[src/rtl/sng_corr_pair.sv]
// Correlated stochastic operand pair for CORDIV: both operand streams compare against one shared LFSR,
// and a second, independently seeded LFSR supplies the select stream.
module sng_corr_pair #(
   parameter int unsigned      WIDTH    = 8,
   parameter logic [WIDTH-1:0] SEED     = 8'hA5,
   parameter logic [WIDTH-1:0] SEL_SEED = 8'h3C,
   parameter logic [WIDTH-1:0] TAPS     = 8'hB8
) (
   input  logic             clk,
   input  logic             rst_n,
   input  logic             start,
   input  logic [WIDTH-1:0] dividend_val,
   input  logic [WIDTH-1:0] divisor_val,
   input  logic             en,
   output logic             busy,
   output logic             bit_valid,
   output logic             dividend_bit,
   output logic             divisor_bit,
   output logic             sel_bit,
   output logic             done
);

   // Index of the last element in a stream of 2^WIDTH-1 elements.
   localparam logic [WIDTH-1:0] LAST = WIDTH'((2 ** WIDTH) - 2);

   typedef enum logic [1:0] {
      ST_IDLE,
      ST_RUN,
      ST_DONE
   } state_t;

   state_t           state_reg;
   state_t           state_next;
   logic [WIDTH-1:0] cnt_reg;
   logic [WIDTH-1:0] cnt_next;
   logic [WIDTH-1:0] dividend_reg;
   logic [WIDTH-1:0] divisor_reg;
   logic             load;
   logic             advance;

   // Slot 0 drives the operand comparisons, slot 1 the select bit.
   logic [1:0][WIDTH-1:0] lfsr_cur;

   assign load    = (state_reg == ST_IDLE) && start;
   assign advance = (state_reg == ST_RUN) && en;

   genvar gi;
   generate
      for (gi = 0; gi < 2; gi++) begin : g_lfsr
         localparam logic [WIDTH-1:0] RELOAD = (gi == 0) ? SEED : SEL_SEED;
         logic [WIDTH-1:0] lfsr_reg;
         logic [WIDTH-1:0] lfsr_next;

         always_comb begin
            lfsr_next = lfsr_reg;
            if (load) begin
               lfsr_next = RELOAD;
            end else if (advance) begin
               lfsr_next = lfsr_reg[0] ? ((lfsr_reg >> 1) ^ TAPS) : (lfsr_reg >> 1);
            end
         end

         always_ff @(posedge clk or negedge rst_n) begin
            if (!rst_n) begin
               lfsr_reg <= RELOAD;
            end else begin
               lfsr_reg <= lfsr_next;
            end
         end

         assign lfsr_cur[gi] = lfsr_reg;
      end
   endgenerate

   always_comb begin
      state_next = state_reg;
      cnt_next   = cnt_reg;
      case (state_reg)
         ST_IDLE: begin
            if (start) begin
               state_next = ST_RUN;
               cnt_next   = '0;
            end
         end
         ST_RUN: begin
            if (en) begin
               cnt_next = cnt_reg + 1'b1;
               if (cnt_reg == LAST) begin
                  state_next = ST_DONE;
               end
            end
         end
         ST_DONE: begin
            state_next = ST_IDLE;
         end
         default: begin
            state_next = ST_IDLE;
         end
      endcase
   end

   always_ff @(posedge clk or negedge rst_n) begin
      if (!rst_n) begin
         state_reg    <= ST_IDLE;
         cnt_reg      <= '0;
         dividend_reg <= '0;
         divisor_reg  <= '0;
      end else begin
         state_reg <= state_next;
         cnt_reg   <= cnt_next;
         if (load) begin
            dividend_reg <= dividend_val;
            divisor_reg  <= divisor_val;
         end
      end
   end

   // Shared LFSR across both comparisons gives maximal positive correlation.
   assign busy         = (state_reg == ST_RUN);
   assign bit_valid    = advance;
   assign done         = (state_reg == ST_DONE);
   assign dividend_bit = bit_valid && (lfsr_cur[0] <= dividend_reg);
   assign divisor_bit  = bit_valid && (lfsr_cur[0] <= divisor_reg);
   assign sel_bit      = bit_valid && lfsr_cur[1][0];

endmodule

[config.mk]
export PLATFORM = sky130hd
export DESIGN_NAME = sng_corr_pair
export DESIGN_NICKNAME = d
export VERILOG_FILES = /design/src/rtl/sng_corr_pair.sv
export SDC_FILE = /design/constraint.sdc
export NUM_CORES = 1
export LEC_CHECK = 0
export ABC_CLOCK_PERIOD_IN_PS = 1900
export CORE_MARGIN = 3
export CORE_UTILIZATION = 55
export DETAILED_ROUTE_END_ITERATION = 7
export PLACE_DENSITY_LB_ADDON = 0.25
export SKIP_CTS_REPAIR_TIMING = 1
export SYNTH_ARGS = -nofsm -noshare
export SYNTH_HDL_FRONTEND = slang
export SYNTH_SLANG_ARGS = --single-unit
[constraint.sdc]
create_clock -name clk -period 1.9 [get_ports clk]
set_input_delay 0.285 -clock clk [delete_from_list [all_inputs] [get_ports clk]]
set_output_delay 0.285 -clock clk [all_outputs]
set_load 0.05 [all_outputs]
### Word level (Yosys, flattened, before mapping)

Index checks and enable logic that the tools add are counted.

* register bits after elaboration: 42
* input bits: 20
* output and inout bits: 6
* logic and storage cells: 40

* add/sub/neg operators: 1
* order comparisons: 2
* equal/unequal tests: 6
* mux-type cells: 13
* bitwise logic cells: 2
* reduce and logical (&&, ||, !) cells: 10

Operators with widths (count)
* $mux 8: 8
* $le 8x8->1: 2
* $pmux 8 s2: 1
* $add 8x1->8 const B: 1
* $eq 8x8->1 const B: 1
* $not 3->4: 2
* $mux 2: 3
* $reduce_and 3->1: 2
* $logic_and 1x1->1: 5
* $ne 2x2->1 const B: 2
* $pmux 2 s2: 1
* $reduce_bool 2->1: 2
* $eq 2x1->1 const B: 1
* $eq 2x2->1 const B: 1
* $logic_not 2->1: 1
* $ne 2x1->1 const B: 1

### Depth between registers and ports, before layout

Gate-level depths: netlist (run 1).

* depth in word-level cells: 4
* depth in mapped cells: 6
* mapped depth without buffers: 6

### Worst setup path after synthesis (run 1)

OpenSTA, ideal clock, no wires.

* kind: register -> output
* from: reg g_lfsr[0].lfsr_reg[0]
* to: out dividend_bit
* arrival: 1.625 ns
* required time: 1.615 ns
* setup slack: -0.010 ns
* cell stages (with the launch flop): 6
* path buffers: 0
* cell sequence: dfstp_2 -> inv_1 -> ha_1 -> nand4_1 -> o21ai_0 -> o311a_1

* cells in the longest elaborated chain, start to end: 2

RTL lines
* from (decl): RTL line 51 `logic [WIDTH-1:0] lfsr_reg;`
* from (signal assigned): RTL line 67 `lfsr_reg <= lfsr_next;`
* $le 8x8->1: RTL line 122 `assign dividend_bit = bit_valid && (lfsr_cur[0] <= dividend_reg);`
* $logic_and 1x1->1: RTL line 122
* to (decl): RTL line 17 `output logic dividend_bit,`

Every way passes these cells.

### Final worst setup path (run 1)

* from: reg g_lfsr[0].lfsr_reg[0]
* to: out divisor_bit

* cells in the longest elaborated chain, start to end: 2

RTL lines
* $le 8x8->1: RTL line 123 `assign divisor_bit = bit_valid && (lfsr_cur[0] <= divisor_reg);`
* $logic_and 1x1->1: RTL line 123
* to (decl): RTL line 18 `output logic divisor_bit,`

Every way passes these cells.

==> impl_metrics.py, run 1 <==
metrics = {
    "critical_path": {
        "cp_cell_sequence": "inv_4 -> ha_4 -> nand4_1 -> o21ai_1 -> o311a_4 -> buf_12",
        "cp_max_fo": 4,
        "cp.required_ns": 1.62,
        "max_stage_delay_ns": 0.56,
        "critPathLaunchType": "register",
        "startpoint": "g_lfsr[0].lfsr_reg[0]$_DFFE_PN1P_",
        "worstSetupPathDepth": 6,
        "cp.arrival_ns": 1.97,
        "critPathSlowestCell": "dfstp_2",
        "worstSetupEndpointType": "output port",
        "reg2reg_depth": 3,
        "cp-endpoint": "divisor_bit",
        "crit_type": "register to output port",
        "rrSetupSlack_ns": 0.42,
        "rr_endpoint": "divisor_reg[0]$_DFFE_PN0P_",
        "critical_path_buf_inv_count": 2,
        "cp_top_family": "flip-flops",
        "r2r_start": "state_reg[0]$_DFFE_PN0P_",
    },
    "global_routing": {
        "grtUsageMet3": 0.0411,
        "grt-ovfl-total": 0,
        "use_met1": 0.288,
        "track_usage": 0.206,
        "grt_antenna_before_repair": 0,
        "busiest_layer": "met2",
        "use_met2": 0.312,
        "grt_max_degree": 19,
        "grt_pass1_wl_microns": 7110,
        "grt_pass1_vias": 1614,
    },
    "route": {
        "wl_per_cell_microns": 14.1,
        "detail_route.first_pass.iterations": 6,
        "routed_wl_microns": 4200,
        "ant_nets": 0,
        "viasPerCell": 5.34,
        "drc": 0,
        "drt-initial-drc-count": 76,
        "num_vias": 1591,
    },
    "timing": {
        "skew_ns": 0.0117,
        "setup_viol": 2,
        "fmax_mhz": 443,
        "maxSlewViolCount": 0,
        "rsz0062_at_grt": "true",
        "hold_viol": 0,
        "fin_ws_ns": -0.357,
        "fin_crit_sh": 1.19,
        "slew_headroom": 0.724,
        "tightest_slew_ns": 0.414,
        "min_period_ns": 2.26,
    },
    "logic_synthesis": {
        "netlist_instances": 214,
        "synth_warnings": 0,
        "ys_seq_elements": 42,
        "ys_seq_area_frac": 0.498,
        "ys.flop_type": "dfrtp_1",
        "synth_edf_count": 0,
        "ys_async_sr_fraction": 1.00,
        "syn_area_per_cell_sq_um": 9.96,
        "synth_fp_nets": 252,
        "ys_types": 32,
        "synth.cell_area_sq_um": 2130,
    },
    "pwr": {
        "switching_share": 0.320,
        "power_frac_comb": 0.282,
        "p_total_mw": 2.61,
        "p_leak_nw": 1.19,
        "p_int_mw": 1.77,
        "power_density_nw_per_um2": 978,
        "p_seq_frac": 0.488,
        "clockPowerShare": 0.230,
        "peakVddDrop_mv": 0.710,
        "p_switching_mw": 0.836,
    },
    "cells_and_area": {
        "layout_common_cells": "dfrtp_1 (34), nand2_1 (26), inv_1 (20), o21ai_0 (20), clkdlybuf4s50_1 (18)",
        "fin_area_sq_um": 2670,
        "drive_gt1_frac": 0.190,
        "largest_reg_flops": 16,
        "mostFrequentLayoutCell": "dfrtp_1",
        "fin_nets": 289,
        "area_delta_synth_final_pct": 25.2,
        "n_antenna_cell": 0,
    },
    "floorplan": {
        "die_h_microns": 68.3,
        "die_x_microns": 68.3,
        "die_area_sq_um": 4660,
        "core_area_sq_um": 3520,
        "rows": 21,
        "initial_utilization": 0.606,
        "io_pins": 26,
    },
    "status": {
        "violations": "setup timing",
        "status": "complete, but fails checks",
    },
    "clock_network": {
        "cts.path.max_buffers": 2,
        "cts_tree": "built",
        "clock_latency_ns": 0.30,
        "clockRootBuffer": "clkbuf_8",
        "clk_pin_slew_ns": 0.08,
        "cts.sinks": 42,
        "cts.htree.levels": 2,
        "numCtsBuffers": 5,
    },
    "place": {
        "dpl.hpwl_microns": 3010,
        "port_buffers": 25,
        "placed_cell_area_sq_um": 2510,
        "gp_congestion": 0.801,
    },
    "flow_run": {
        "timing.max_cap.violations": 0,
    },
    "min_path": {
        "min_path_type": "primary input to asynchronous set/reset pin",
    },
}
[area by class of cell]
| cell class | count | area, sq um |
|---|---|---|
| flip-flops and latches | 42 | 1060 |
| multi-input cells | 142 | 990 |
| fillers | 261 | 852 |
| repair buffers | 38 | 380 |
| inverters | 22 | 85.1 |
| clock buffers | 6 | 82.6 |
| well taps | 46 | 57.6 |
| clock inverters | 2 | 12.5 |
[cell families (layout without fill, tap and decap cells)]
logic type | after synthesis | in the layout | share of synthesized area
multiplexers | 2 | 2 | 0.0106
AND/OR/NAND/NOR | 61 | 61 | 0.141
adder cells (fa/ha/maj) | 18 | 18 | 0.106
flip-flops | 42 | 42 | 0.498
AO/OA/AOI/OAI | 49 | 49 | 0.136
buffers and inverters | 30 | 68 | 0.0599
XOR/XNOR | 12 | 12 | 0.0493
[per-layer routing]
| layer | part of all wire | up-vias |
|---|---|---|
| li1 | - | 796 |
| met1 | 0.47 | 760 |
| met2 | 0.48 | 30 |
| met3 | 0.041 | 5 |
| met4 | 0.010 | 0 |
| met5 | 0 | - |
[power groups by stage]
stage | combinational [mW] | clock, mW | sequential (mW)
after floorplan | 0.480 | 0 | 1.24
after global placement | 0.664 | 0 | 1.28
after detailed placement | 0.686 | 0 | 1.28
after CTS | 0.694 | 0.618 | 1.27
after global routing | 0.828 | 0.653 | 1.30
final | 0.736 | 0.601 | 1.27
[Yosys cell counts, drive strengths merged, types with 2 or more instances]
library cell | n | area (sq um)
nand2 | 26 | 97.6
o311a | 2 | 20.0
xor2 | 4 | 35.0
ha | 18 | 225
o22a | 2 | 17.5
clkbuf | 2 | 7.51
o21a | 2 | 15.0
inv | 22 | 82.6
a21oi | 15 | 75.1
nand4 | 9 | 56.3
dfstp | 8 | 210
buf | 6 | 37.5
mux2 | 2 | 22.5
xnor2 | 8 | 70.1
nor2 | 16 | 62.6
nand3 | 2 | 10.0
a22o | 5 | 43.8
dfrtp | 34 | 851
o21ai | 22 | 110
[worst reg2reg max path: cells and delay by family, from the launching register on]
kind                   cells  cell delay (ns)
multiplexers               1             0.34
AND/OR/NAND/NOR            1             0.33
buffers and inverters      1             0.24
flip-flops                 1             0.46
[through the flow]
stage | hold slack (ns) | instances | util | setup TNS [ns] | setup slack (ns)
2_1_floorplan | -0.0106 | 214 | - | 0 | 0.0923
3_3_place_gp | 0.231 | 287 | 0.713 | 0 | 0.0488
3_5_place_dp | 0.237 | 287 | 0.713 | 0 | 0.00493
4_1_cts | -0.0916 | 295 | 0.740 | -0.612 | -0.326
5_1_grt | 0.471 | 298 | 0.758 | -0.718 | -0.405
6_report | 0.439 | 298 | 0.758 | -0.637 | -0.357
[how the worst min path moves through the flow]
stage	end	slack [ns]	from
final	divisor_reg[7]$_DFFE_PN0P_	0.44	rst_n
after global placement	dividend_reg[6]$_DFFE_PN0P_	0.23	rst_n
after floorplan	cnt_reg[0]$_DFFE_PN0P_	-0.01	rst_n
after detailed placement	divisor_reg[7]$_DFFE_PN0P_	0.24	rst_n
after CTS	divisor_reg[7]$_DFFE_PN0P_	-0.09	rst_n
after global routing	divisor_reg[7]$_DFFE_PN0P_	0.47	rst_n
Power figures use the tool's default switching activity.
==> run 2: changes to the inputs <==
PLACE_DENSITY = 0.79   (was not set)
PLACE_DENSITY_LB_ADDON = not set   (was 0.25)
==> impl_metrics.py, run 2 (synthesized netlist as in run 1, its figures left out) <==
metrics = {
    "timing": {
        "hold_viol": 0,
        "setup_viol": 2,
        "tightest_slew_ns": 0.512,
        "min_period_ns": 2.16,
        "skew_ns": 0.00800,
        "tns_ns": -0.494,
        "fin_ws_ns": -0.258,
        "maxSlewViolCount": 0,
        "slew_headroom": 0.659,
        "fmax_mhz": 463,
        "fin_crit_sh": 1.14,
        "whs_ns": 0.0372,
        "rsz0062_at_grt": "true",
    },
    "critical_path": {
        "critical_path_buf_inv_count": 3,
        "critPathLaunchType": "register",
        "worstSetupEndpointType": "output port",
        "max_stage_delay_ns": 0.57,
        "cp_max_fo": 4,
        "cp_cell_sequence": "inv_4 -> ha_2 -> inv_2 -> a21oi_2 -> o21a_1 -> o311a_4 -> buf_12",
        "cp.arrival_ns": 1.87,
        "crit_type": "register to output port",
        "critPathSlowestCell": "dfstp_2",
        "cp.required_ns": 1.62,
        "cp_top_family": "compound AO/OA/AOI/OAI gates",
    },
    "clock_network": {
        "cts.htree.levels": 2,
        "cts.sinks": 42,
        "numCtsBuffers": 5,
        "cts.path.max_buffers": 2,
        "clockRootBuffer": "clkbuf_8",
        "clk_pin_slew_ns": 0.07,
        "clock_latency_ns": 0.30,
        "cts_tree": "built",
    },
    "route": {
        "ant_nets": 0,
        "highest_layer": "met4",
        "drt-initial-drc-count": 124,
        "routed_wl_microns": 4170,
        "detail_route.first_pass.iterations": 4,
        "met1Wirelength_microns": 1990,
        "wl_met3_microns": 183,
        "wl_per_cell_microns": 14.1,
        "drc": 0,
        "route.met2.wl_microns": 1930,
        "num_vias": 1595,
        "viasPerCell": 5.41,
    },
    "global_routing": {
        "grt-ovfl-total": 0,
        "grt_pass1_vias": 1515,
        "grt_antenna_before_repair": 0,
        "track_usage": 0.198,
        "grt_max_degree": 43,
        "grt_pass1_wl_microns": 6830,
    },
    "floorplan": {
        "die_area_sq_um": 4660,
        "die_x_microns": 68.3,
        "io_pins": 26,
        "rows": 21,
        "die_h_microns": 68.3,
        "initial_utilization": 0.606,
        "core_area_sq_um": 3520,
    },
    "place": {
        "gp_congestion": 0.828,
        "port_buffers": 25,
        "dp_slack_ns": 0.0218,
        "dpl.hpwl_microns": 2740,
        "dp.cells": 284,
    },
    "cells_and_area": {
        "final_core_util": 0.771,
        "largest_reg_flops": 16,
        "area_delta_synth_final_pct": 27.3,
        "mostFrequentLayoutCell": "dfrtp_1",
        "drive_gt1_frac": 0.213,
        "final_cells": 295,
        "fill_cells": 235,
        "seqCellArea_sq_um": 1060,
        "layout_common_cells": "dfrtp_1 (33), nand2_1 (26), inv_1 (19), clkdlybuf4s50_1 (18), o21ai_0 (17)",
        "n_antenna_cell": 0,
        "fin_nets": 286,
        "multi_input_area_sq_um": 1040,
    },
    "pwr": {
        "p_leak_nw": 1.19,
        "power_density_nw_per_um2": 1030,
        "peakVddDrop_mv": 0.664,
    },
    "status": {
        "violations": "setup timing",
        "status": "complete, but fails checks",
    },
    "min_path": {
        "min_path_type": "primary input to asynchronous set/reset pin",
    },
    "flow_run": {
        "timing.max_cap.violations": 0,
    },
}
[run 2: where the power goes]
group | internal [mW] | switching [mW] | total (mW)
sequential | 1.11 | 0.182 | 1.29
clock | 0.429 | 0.306 | 0.735
combinational | 0.402 | 0.374 | 0.776
total | 1.94 | 0.862 | 2.80
[run 2: routing by layer]
metal,GRT usage,up-vias
li1,-,795
met1,0.261,760
met2,0.307,33
met3,0.0509,7
met4,0.0868,0
met5,0,-
[run 2: metrics by stage]
| step | cell area (sq um) | power [mW] |
|---|---|---|
| 2_1_floorplan | 2130 | 1.72 |
| 3_3_place_gp | 2490 | 1.94 |
| 3_5_place_dp | 2490 | 1.96 |
| 4_1_cts | 2600 | 2.70 |
| 5_1_grt | 2720 | 2.98 |
| 6_report | 2720 | 2.80 |
[run 2: cell type report]
class,count,share of cell area
Timing Repair Buffer,35,0.131
Clock buffer,7,0.0318
Sequential cell,42,0.391
Clock inverter,1,0.0111
Tap cell,46,0.0212
Inverter,22,0.0313
Multi-Input combinational cell,142,0.382
[run 2: final timing paths]
kind / startpoint / endpoint / slack (ns) / depth (start not counted)
max: g_lfsr[0].lfsr_reg[0]$_DFFE_PN1P_ / divisor_bit / -0.26 / 7
min: rst_n / dividend_reg[2]$_DFFE_PN0P_ / 0.04 / 2
max reg2reg: state_reg[0]$_DFFE_PN0P_ / divisor_reg[1]$_DFFE_PN0P_ / 0.40 / 4
min reg2reg: g_lfsr[1].lfsr_reg[7]$_DFFE_PN0P_ / g_lfsr[1].lfsr_reg[6]$_DFFE_PN0P_ / 0.50 / 1
max in group asynchronous: rst_n / g_lfsr[1].lfsr_reg[5]$_DFFE_PN1P_ / 1.49 / 2
min in group clk: g_lfsr[1].lfsr_reg[7]$_DFFE_PN0P_ / g_lfsr[1].lfsr_reg[6]$_DFFE_PN0P_ / 0.50 / 1
